===== config.mk =====
export PLATFORM = sky130hd
export DESIGN_NAME = hidden_layer_scheduler
export DESIGN_NICKNAME = d
export VERILOG_FILES = /design/src/rtl/dnn_pkg.sv /design/src/rtl/sched_wait_timer.sv /design/src/rtl/hidden_layer_scheduler.sv
export SDC_FILE = /design/constraint.sdc
export NUM_CORES = 1
export LEC_CHECK = 0
export BUFFER_PORTS_ARGS = -buffer_cell sky130_fd_sc_hd__buf_4
export CAP_MARGIN = 25
export CORE_MARGIN = 10
export CORE_UTILIZATION = 47
export DETAILED_ROUTE_END_ITERATION = 7
export PLACE_DENSITY = 0.83
export REMOVE_ABC_BUFFERS = 1
export SYNTH_ARGS = -nofsm -noshare
export SYNTH_HDL_FRONTEND = slang
export SYNTH_SLANG_ARGS = --single-unit

===== constraint.sdc =====
create_clock -name clk -period 4.3 [get_ports clk]
set_clock_uncertainty 0.1 [all_clocks]
set_input_delay 0.645 -clock clk [delete_from_list [all_inputs] [get_ports clk]]
set_output_delay 0.645 -clock clk [all_outputs]
set_load 0.1 [all_outputs]

===== src/rtl/dnn_pkg.sv =====
// Shared types and defaults for the hidden-layer scheduler: FSM state encoding,
// default datapath widths and the ReLU helper used by the optional clamp build.
package dnn_pkg;

  localparam int DNN_IN_W  = 5;
  localparam int DNN_W_W   = 5;
  localparam int DNN_OUT_W = 12;
  localparam int DNN_N_IN  = 4;
  localparam int DNN_N_NEU = 4;

  typedef enum logic [1:0] {
    IDLE  = 2'd0,
    ISSUE = 2'd1,
    WAIT  = 2'd2,
    DONE  = 2'd3
  } sched_state_e;

  function automatic logic signed [DNN_OUT_W-1:0] relu(input logic signed [DNN_OUT_W-1:0] x);
    return x[DNN_OUT_W-1] ? '0 : x;
  endfunction

endpackage


===== src/rtl/sched_wait_timer.sv =====
// Counts cycles spent waiting on the shared neuron; expired flags the last
// permitted wait cycle so the FSM can abort on the same edge.
module sched_wait_timer #(
  parameter int TIMEOUT_CYC = 64
) (
  input  logic clk,
  input  logic rst_n,
  input  logic clear,
  input  logic enable,
  output logic expired
);

  localparam int CW = $clog2(TIMEOUT_CYC + 1);

  logic [CW-1:0] count;

  always_ff @(posedge clk) begin
    if (!rst_n)      count <= '0;
    else if (clear)  count <= '0;
    else if (enable) count <= count + CW'(1);
  end

  // Fires while the count-th idle cycle is the TIMEOUT_CYC-th one.
  assign expired = enable && (count == CW'(TIMEOUT_CYC - 1));

endmodule


===== src/rtl/hidden_layer_scheduler.sv =====
// Shares one 4-input neuron MAC across N_NEU hidden neurons and returns the result vector.
// Build option: define HIDDEN_LAYER_SCHED_RELU_EN to clamp negative neuron results to 0.
//   state | meaning
//   IDLE  | ready for a new input vector
//   ISSUE | pulse nrn_start for neuron idx
//   WAIT  | wait for nrn_done or timeout
//   DONE  | present out_vec until out_ready
module hidden_layer_scheduler
  import dnn_pkg::*;
#(
  parameter int IN_W        = DNN_IN_W,
  parameter int W_W         = DNN_W_W,
  parameter int OUT_W       = DNN_OUT_W,
  parameter int N_IN        = DNN_N_IN,
  parameter int N_NEU       = DNN_N_NEU,
  parameter int TIMEOUT_CYC = 64
) (
  input  logic                        clk,
  input  logic                        rst_n,
  input  logic                        in_valid,
  output logic                        in_ready,
  input  logic [N_IN*IN_W-1:0]        in_vec,
  input  logic [N_NEU*N_IN*W_W-1:0]   weights,
  output logic                        nrn_start,
  output logic [N_IN*IN_W-1:0]        nrn_in,
  output logic [N_IN*W_W-1:0]         nrn_w,
  input  logic                        nrn_done,
  input  logic [OUT_W-1:0]            nrn_result,
  output logic                        out_valid,
  input  logic                        out_ready,
  output logic [N_NEU*OUT_W-1:0]      out_vec,
  output logic                        err_timeout
);

  localparam int IDX_W = (N_NEU > 1) ? $clog2(N_NEU) : 1;

  sched_state_e state, state_nxt;

  logic [IDX_W-1:0]        idx;
  logic [N_IN*IN_W-1:0]    in_lat;
  logic [N_NEU*OUT_W-1:0]  slots;
  logic                    err_q;
  logic                    wait_clr, wait_en, wait_exp;
  logic                    accept, last, captured;
  logic [OUT_W-1:0]        res_clean;

  sched_wait_timer #(.TIMEOUT_CYC(TIMEOUT_CYC)) u_wait_timer (
    .clk     (clk),
    .rst_n   (rst_n),
    .clear   (wait_clr),
    .enable  (wait_en),
    .expired (wait_exp)
  );

  assign accept   = (state == IDLE) && in_valid;
  assign captured = (state == WAIT) && nrn_done;
  assign last     = (idx == IDX_W'(N_NEU - 1));

  always_ff @(posedge clk) begin
    if (!rst_n) state <= IDLE;
    else        state <= state_nxt;
  end

  always_comb begin
    state_nxt = state;
    case (state)
      IDLE:  if (accept) state_nxt = ISSUE;
      ISSUE: state_nxt = WAIT;
      WAIT: begin
        // A result arriving on the timeout cycle still counts.
        if (nrn_done)      state_nxt = last ? DONE : ISSUE;
        else if (wait_exp) state_nxt = IDLE;
      end
      DONE:  if (out_ready) state_nxt = IDLE;
      default: state_nxt = IDLE;
    endcase
  end

  always_comb begin
    in_ready  = (state == IDLE);
    nrn_start = (state == ISSUE);
    out_valid = (state == DONE);
    wait_clr  = (state == ISSUE);
    wait_en   = (state == WAIT) && !nrn_done;
  end

  always_comb begin
`ifdef HIDDEN_LAYER_SCHED_RELU_EN
    res_clean = relu(nrn_result);
`else
    res_clean = nrn_result;
`endif
  end

  always_comb begin
    nrn_w = '0;
    for (int j = 0; j < N_NEU; j++) begin
      if (idx == IDX_W'(j)) nrn_w = weights[j*N_IN*W_W +: N_IN*W_W];
    end
  end

  always_ff @(posedge clk) begin
    if (!rst_n) begin
      idx    <= '0;
      in_lat <= '0;
      slots  <= '0;
      err_q  <= 1'b0;
    end else begin
      if (accept) begin
        in_lat <= in_vec;
        idx    <= '0;
      end
      if (captured) begin
        for (int j = 0; j < N_NEU; j++) begin
          if (idx == IDX_W'(j)) slots[j*OUT_W +: OUT_W] <= res_clean;
        end
        if (!last) idx <= idx + IDX_W'(1);
      end
      if (wait_en && wait_exp) begin
        slots <= '0;
        err_q <= 1'b1;
      end
    end
  end

  assign nrn_in      = in_lat;
  assign out_vec     = slots;
  assign err_timeout = err_q;

endmodule


==> results of run 1 <==
==> registers in the layout, summed over array words and instances, names as in the netlist <==
register            cells
err_timeout             1
idx                     2
nrn_in                 20
out_vec                48
state                   2
u_wait_timer.count      7
==> per-layer routing <==
layer | up-vias | GRT usage (%)
met5 | - | 0
met4 | 0 | 5.73
met3 | 19 | 10.3
met2 | 151 | 39.1
met1 | 1897 | 23.3
li1 | 2002 | -
==> placed cells by master, fill, tap and decap left out, types with 4 or more instances in the layout <==
cell type	instances
a221oi_1	19
ha_1	5
a21oi_1	79
and4b_1	4
clkbuf_8	9
nand4b_1	4
dfxtp_1	80
inv_1	7
nand2_1	160
o21ai_0	4
buf_4	212
nand3_1	4
o31ai_1	22
nor2b_1	20
==> worst max-delay path: cells and delay by family (launching register included) <==
family,cells,cell delay [ns]
adder cells (fa/ha/maj),1,0.70
buffers and inverters,3,0.58
AO/OA/AOI/OAI,2,0.45
flip-flops,1,0.34
AND/OR/NAND/NOR,1,0.10
==> logic make-up after synthesis <==
group / share of synthesized area [%]
simple gates: 26.2
compound gates: 22.2
flops: 44.0
buf+inv: 5.30
fa+ha+maj: 1.72
xor+xnor: 0.241
mux: 0.275
==> through the flow <==
step | TNS (ns) | total power [uW]
finish | 0 | 2050
global route | 0 | 2120
CTS | 0 | 2050
detailed placement | 0 | 1470
global placement | 0 | 1460
floorplan | -8.45 | 1260
==> path summary, 6_finish.rpt <==
| kind | to | slack [ns] |
|---|---|---|
| hold / removal | out_vec[23] | 0.36 |
| hold reg to reg | out_vec[23] | 0.36 |
| setup reg to reg | out_vec[20] | 1.88 |
| setup / recovery | nrn_w[12] | 1.03 |
==> where the power goes <==
part | total [uW] | internal (uW) | switching, uW
sequential | 787 | 764 | 22.5
combinational | 662 | 181 | 482
clock | 597 | 327 | 269
==> cell type report <==
type,count,area share [%]
clock buffer,11,2.42
clock inverter,5,1.50
sequential,80,29.6
inverter,7,0.485
timing repair buffer,213,29.6
tap,102,2.36
multi-input combinational,349,34.1
==> results.toml, run 1 <==
[run_status]
status = "finished, final reports clean"

[cts]
cts_made_buffers = 9
path_clk_slew_ns = 0.08
clkLatencyLatePin_ns = 0.35
ctsHoldBuffers = 0
cts_sinks = 80
post-cts-setup-buffer-count = 0
root_buffer = "clkbuf_8"
cts_tree = "built"
clk_path_buf_depth = 2
htreeDepth = 3
cts_resized = 0

[setup_path]
crit_path_end_kind = "output pin"
cp-start-kind = "flip-flop"
cp_cell_sequence = "inv_1 > ha_1 > nor2b_1 > buf_4 > a221oi_1 > o31ai_1 > buf_4"
slowest_delay_ns = 0.70
startpoint = "idx[1]"
worstReg2RegStart = "idx[1]"
worstPathArrival_ns = 2.53
rr_worst_depth = 5
path_class = "flip-flop to output pin"
cp_common_cell = "buf_4"
path_max_fanout = 24
crit_path_top_delay_cell = "ha_1"
crit_required_ns = 3.56

[sta]
whs_ns = 0.356
setup_slack_ns = 1.03
tightestPinTransition_ns = 0.840
slew_headroom_pct = 44.0
setup_violations = 0
hold_viol = 0
max_freq_ghz = 0.306
maxSlewViolCount = 0
min_period_ns = 3.27
fin_crit_sh_pct = 76.1
grt_setup_unrepaired = "no"

[power_and_ir_drop]
power_leakage_uw = 0.00228
ir_drop_uv = 328
pwr_density_cell_nw_per_um2 = 378

[routing]
vias_per_cell = 5.31
wl_met3_um = 1370
drcViolationCount = 0
m1WireLength_um = 5040
num_vias = 4069
met2_length_um = 7010
final_antenna_net_count = 0
dr.pass1.iters = 5
routed.top_layer = "met4"
routedWlPerCell_um = 17.8
routed_wl_um = 13600
drt_iter0_drc = 199

[synthesis]
ys.flop_type = "dfxtp_1"
netlist_area_um2 = 3640
netlist.area_leader.share_pct = 44.0
ys_types = 36
synth-edff-count = 0
yosysWarnings = 0
synth_area_leader_cell = "dfxtp_1"
synth-async-reset-ratio_pct = 0
ys_ff_latch = 80
synthTopCellsByArea = "dfxtp_1, nand2_1, a21oi_1, a221oi_1, o31ai_1"
ys_seq_area_share_pct = 44.0
yosysMostFrequentCell = "nand2_1"
synth_cells = 475
syn_area_per_cell_um2 = 7.66
ys_top_cells_by_count = "nand2_1, dfxtp_1, a21oi_1, clkbuf_1, o31ai_1"

[min_path]
hold_depth = 2
hp-class = "flip-flop to flip-flop"
worstHoldStart = "out_vec[23]"

[cells_and_area]
stdcell_count = 767
final_util_pct = 71.2
antenna_cells = 0
num-fill-cells = 649
final_area_um2 = 5420
area_growth_pct = 49.0
multi_input_area_um2 = 1850
seqCellArea_um2 = 1600
layout.nets = 782
final_layout_size_suffix_gt1_share_pct = 34.9

[placement]
pre_cts_ws_ns = 1.40
place_hpwl_um = 10500
gp_congestion = 0.977
dpl_cell_area_um2 = 5210
placed_cells_incl_taps = 751
portBuffers = 208

[global_route]
first_global_vias = 3998
grt_pass1_wl_um = 20600
antenna_found_initial = 0
grt_max_degree = 49
grtUsageTotal_pct = 22.2
grt_overflow = 0

[run]
maxCapViolations = 0

[floorplanning]
fp.dieH_um = 108
dieArea_um2 = 11700
coreArea_um2 = 7610
row_count = 32
io_pins = 209
initial_core_util_pct = 47.8
fp.dieW_um = 108
Power figures use the tool's default switching activity.
==> run 2, diff against run 1 <==
Settings changed: CORE_UTILIZATION 47 to 44, PLACE_DENSITY 0.83 to 0.78.
Clock period 4.3 ns to 3.2 ns, I/O delays scaled along.
==> run 2 against run 1 <==
- clock power increased by 26%
- routed wire length decreased by 5.1%
- cell count increased by 0.52%
- sequential share of layout area about the same
- die area increased by 5.5%
- flip-flop and latch count unchanged
- utilization decreased by 4.6 points
- via count decreased by 2.4%
- setup slack got worse by 0.57 ns
- design area about the same
- critical path depth unchanged
- critical path type unchanged
- critical endpoint is now nrn_w[0]
==> results.toml, run 2 (synthesized netlist as in run 1, its figures left out) <==
[floorplanning]
coreArea_um2 = 8130
initial_core_util_pct = 44.7
fp.dieW_um = 111
dieArea_um2 = 12300
fp.dieH_um = 111
io_pins = 209
row_count = 33

[setup_path]
worstPathArrival_ns = 2.16
crit_required_ns = 2.62
crit_path_end_kind = "output pin"
slowest_delay_ns = 0.34
path_class = "flip-flop to output pin"
cp-start-kind = "flip-flop"
path_max_fanout = 19
cp_common_cell = "buf_4"
cp_top_family = "buffers and inverters"
crit_path_top_delay_cell = "dfxtp_1"
path_buf_inv = 3
cp_cell_sequence = "inv_1 > ha_1 > nor2b_1 > buf_4 > a221oi_1 > o31ai_1 > buf_4"

[placement]
portBuffers = 208
dpl_cell_area_um2 = 5220
placed_cells_incl_taps = 755
gp_congestion = 0.892
place_hpwl_um = 10100
pre_cts_ws_ns = 0.859

[power_and_ir_drop]
power_leakage_uw = 0.00229
seqPwrFrac_pct = 39.1
p_sw_uw = 1030
pwr-share-clk_pct = 27.9
ir_drop_uv = 367
p_int_uw = 1670
combPwrFrac_pct = 33.0
pwr_density_cell_nw_per_um2 = 498
power_uw = 2700
p_sw_share_pct = 38.1

[cells_and_area]
antenna_cells = 0
seqCellArea_um2 = 1600
final_common_cell = "buf_4"
layout.nets = 783
area_growth_pct = 49.1
largest_reg_flops = 48
final_layout_size_suffix_gt1_share_pct = 35.3
multi_input_area_um2 = 1850
final_area_um2 = 5420
final_cell_mix = "buf_4, nand2_1, dfxtp_1"
stdcell_count = 771
final_util_pct = 66.7
num-fill-cells = 701

[sta]
maxSlewViolCount = 0
tightestPinTransition_ns = 0.712
fin_crit_sh_pct = 85.6
max_freq_ghz = 0.365
min_period_ns = 2.74
grt_setup_unrepaired = "no"
hold_viol = 0
setup_violations = 0
slew_headroom_pct = 52.5
setup_slack_ns = 0.461

[routing]
routedWlPerCell_um = 16.8
drt_iter0_drc = 163
drcViolationCount = 0
vias_per_cell = 5.15
routed_wl_um = 12900
final_antenna_net_count = 0
dr.pass1.iters = 6
num_vias = 3972

[cts]
cts_tree = "built"
post-cts-setup-buffer-count = 0
ctsHoldBuffers = 0
cts_resized = 0
cts_sinks = 80
clk_path_buf_depth = 2
root_buffer = "clkbuf_8"
clkLatencyLatePin_ns = 0.35
htreeDepth = 3
path_clk_slew_ns = 0.08
cts_made_buffers = 9

[run_status]
status = "finished, final reports clean"

[global_route]
grt_max_degree = 49
grtUsageTotal_pct = 19.9
first_global_vias = 3772
grt_pass1_wl_um = 20300
antenna_found_initial = 0
grt_overflow = 0

[min_path]
hp-class = "input port to flip-flop"

[run]
maxCapViolations = 0
==> run 2: area by class of cell <==
cell class,instances,share of cell area (%)
Timing Repair Buffer,214,29.7
Inverter,7,0.484
Clock buffer,11,2.79
Tap cell,105,2.42
Multi-Input combinational cell,349,34.1
Clock inverter,5,1.01
Sequential cell,80,29.5
==> run 2: tightest hold or removal path: cells and delay by family <==
family / cells / cell delay, ns
and+or+nand+nor: 1 / 0.04
buffers and inverters: 1 / 0.11
AOI/OAI and AO/OA: 1 / 0.05
==> run 2: worst paths after layout <==
path	startpoint	endpoint	slack, ns	cells after the start
worst min-delay path	in_vec[13]	nrn_in[13]	0.27	3
worst max-delay path	idx[0]	nrn_w[0]	0.46	7
worst min register to register	out_vec[10]	out_vec[10]	0.36	2
worst max register to register	state[1]	out_vec[17]	0.87	4
==> run 2: stage by stage <==
stage               TNS, ns  hold WS (ns)
floorplan            -26.22         0.347
global placement          0         0.342
detailed placement        0         0.348
CTS                       0         0.259
global route              0         0.263
finish                    0         0.266
==> run 2: power groups by stage <==
stage | clock [uW] | combinational [uW] | sequential (uW)
2_1_floorplan | 0 | 422 | 1270
3_3_place_gp | 0 | 881 | 1080
3_5_place_dp | 0 | 893 | 1080
4_1_cts | 767 | 894 | 1060
5_1_grt | 803 | 930 | 1060
6_report | 754 | 890 | 1060
==> run 2: per-layer routing <==
metal | up-vias | GRT usage [%] | wire length, um
li1 | 1997 | - | -
met3 | 18 | 7.68 | 995
met4 | 0 | 5.99 | 261
met1 | 1814 | 22.4 | 5120
met5 | - | 0 | 0
met2 | 143 | 33.7 | 6570
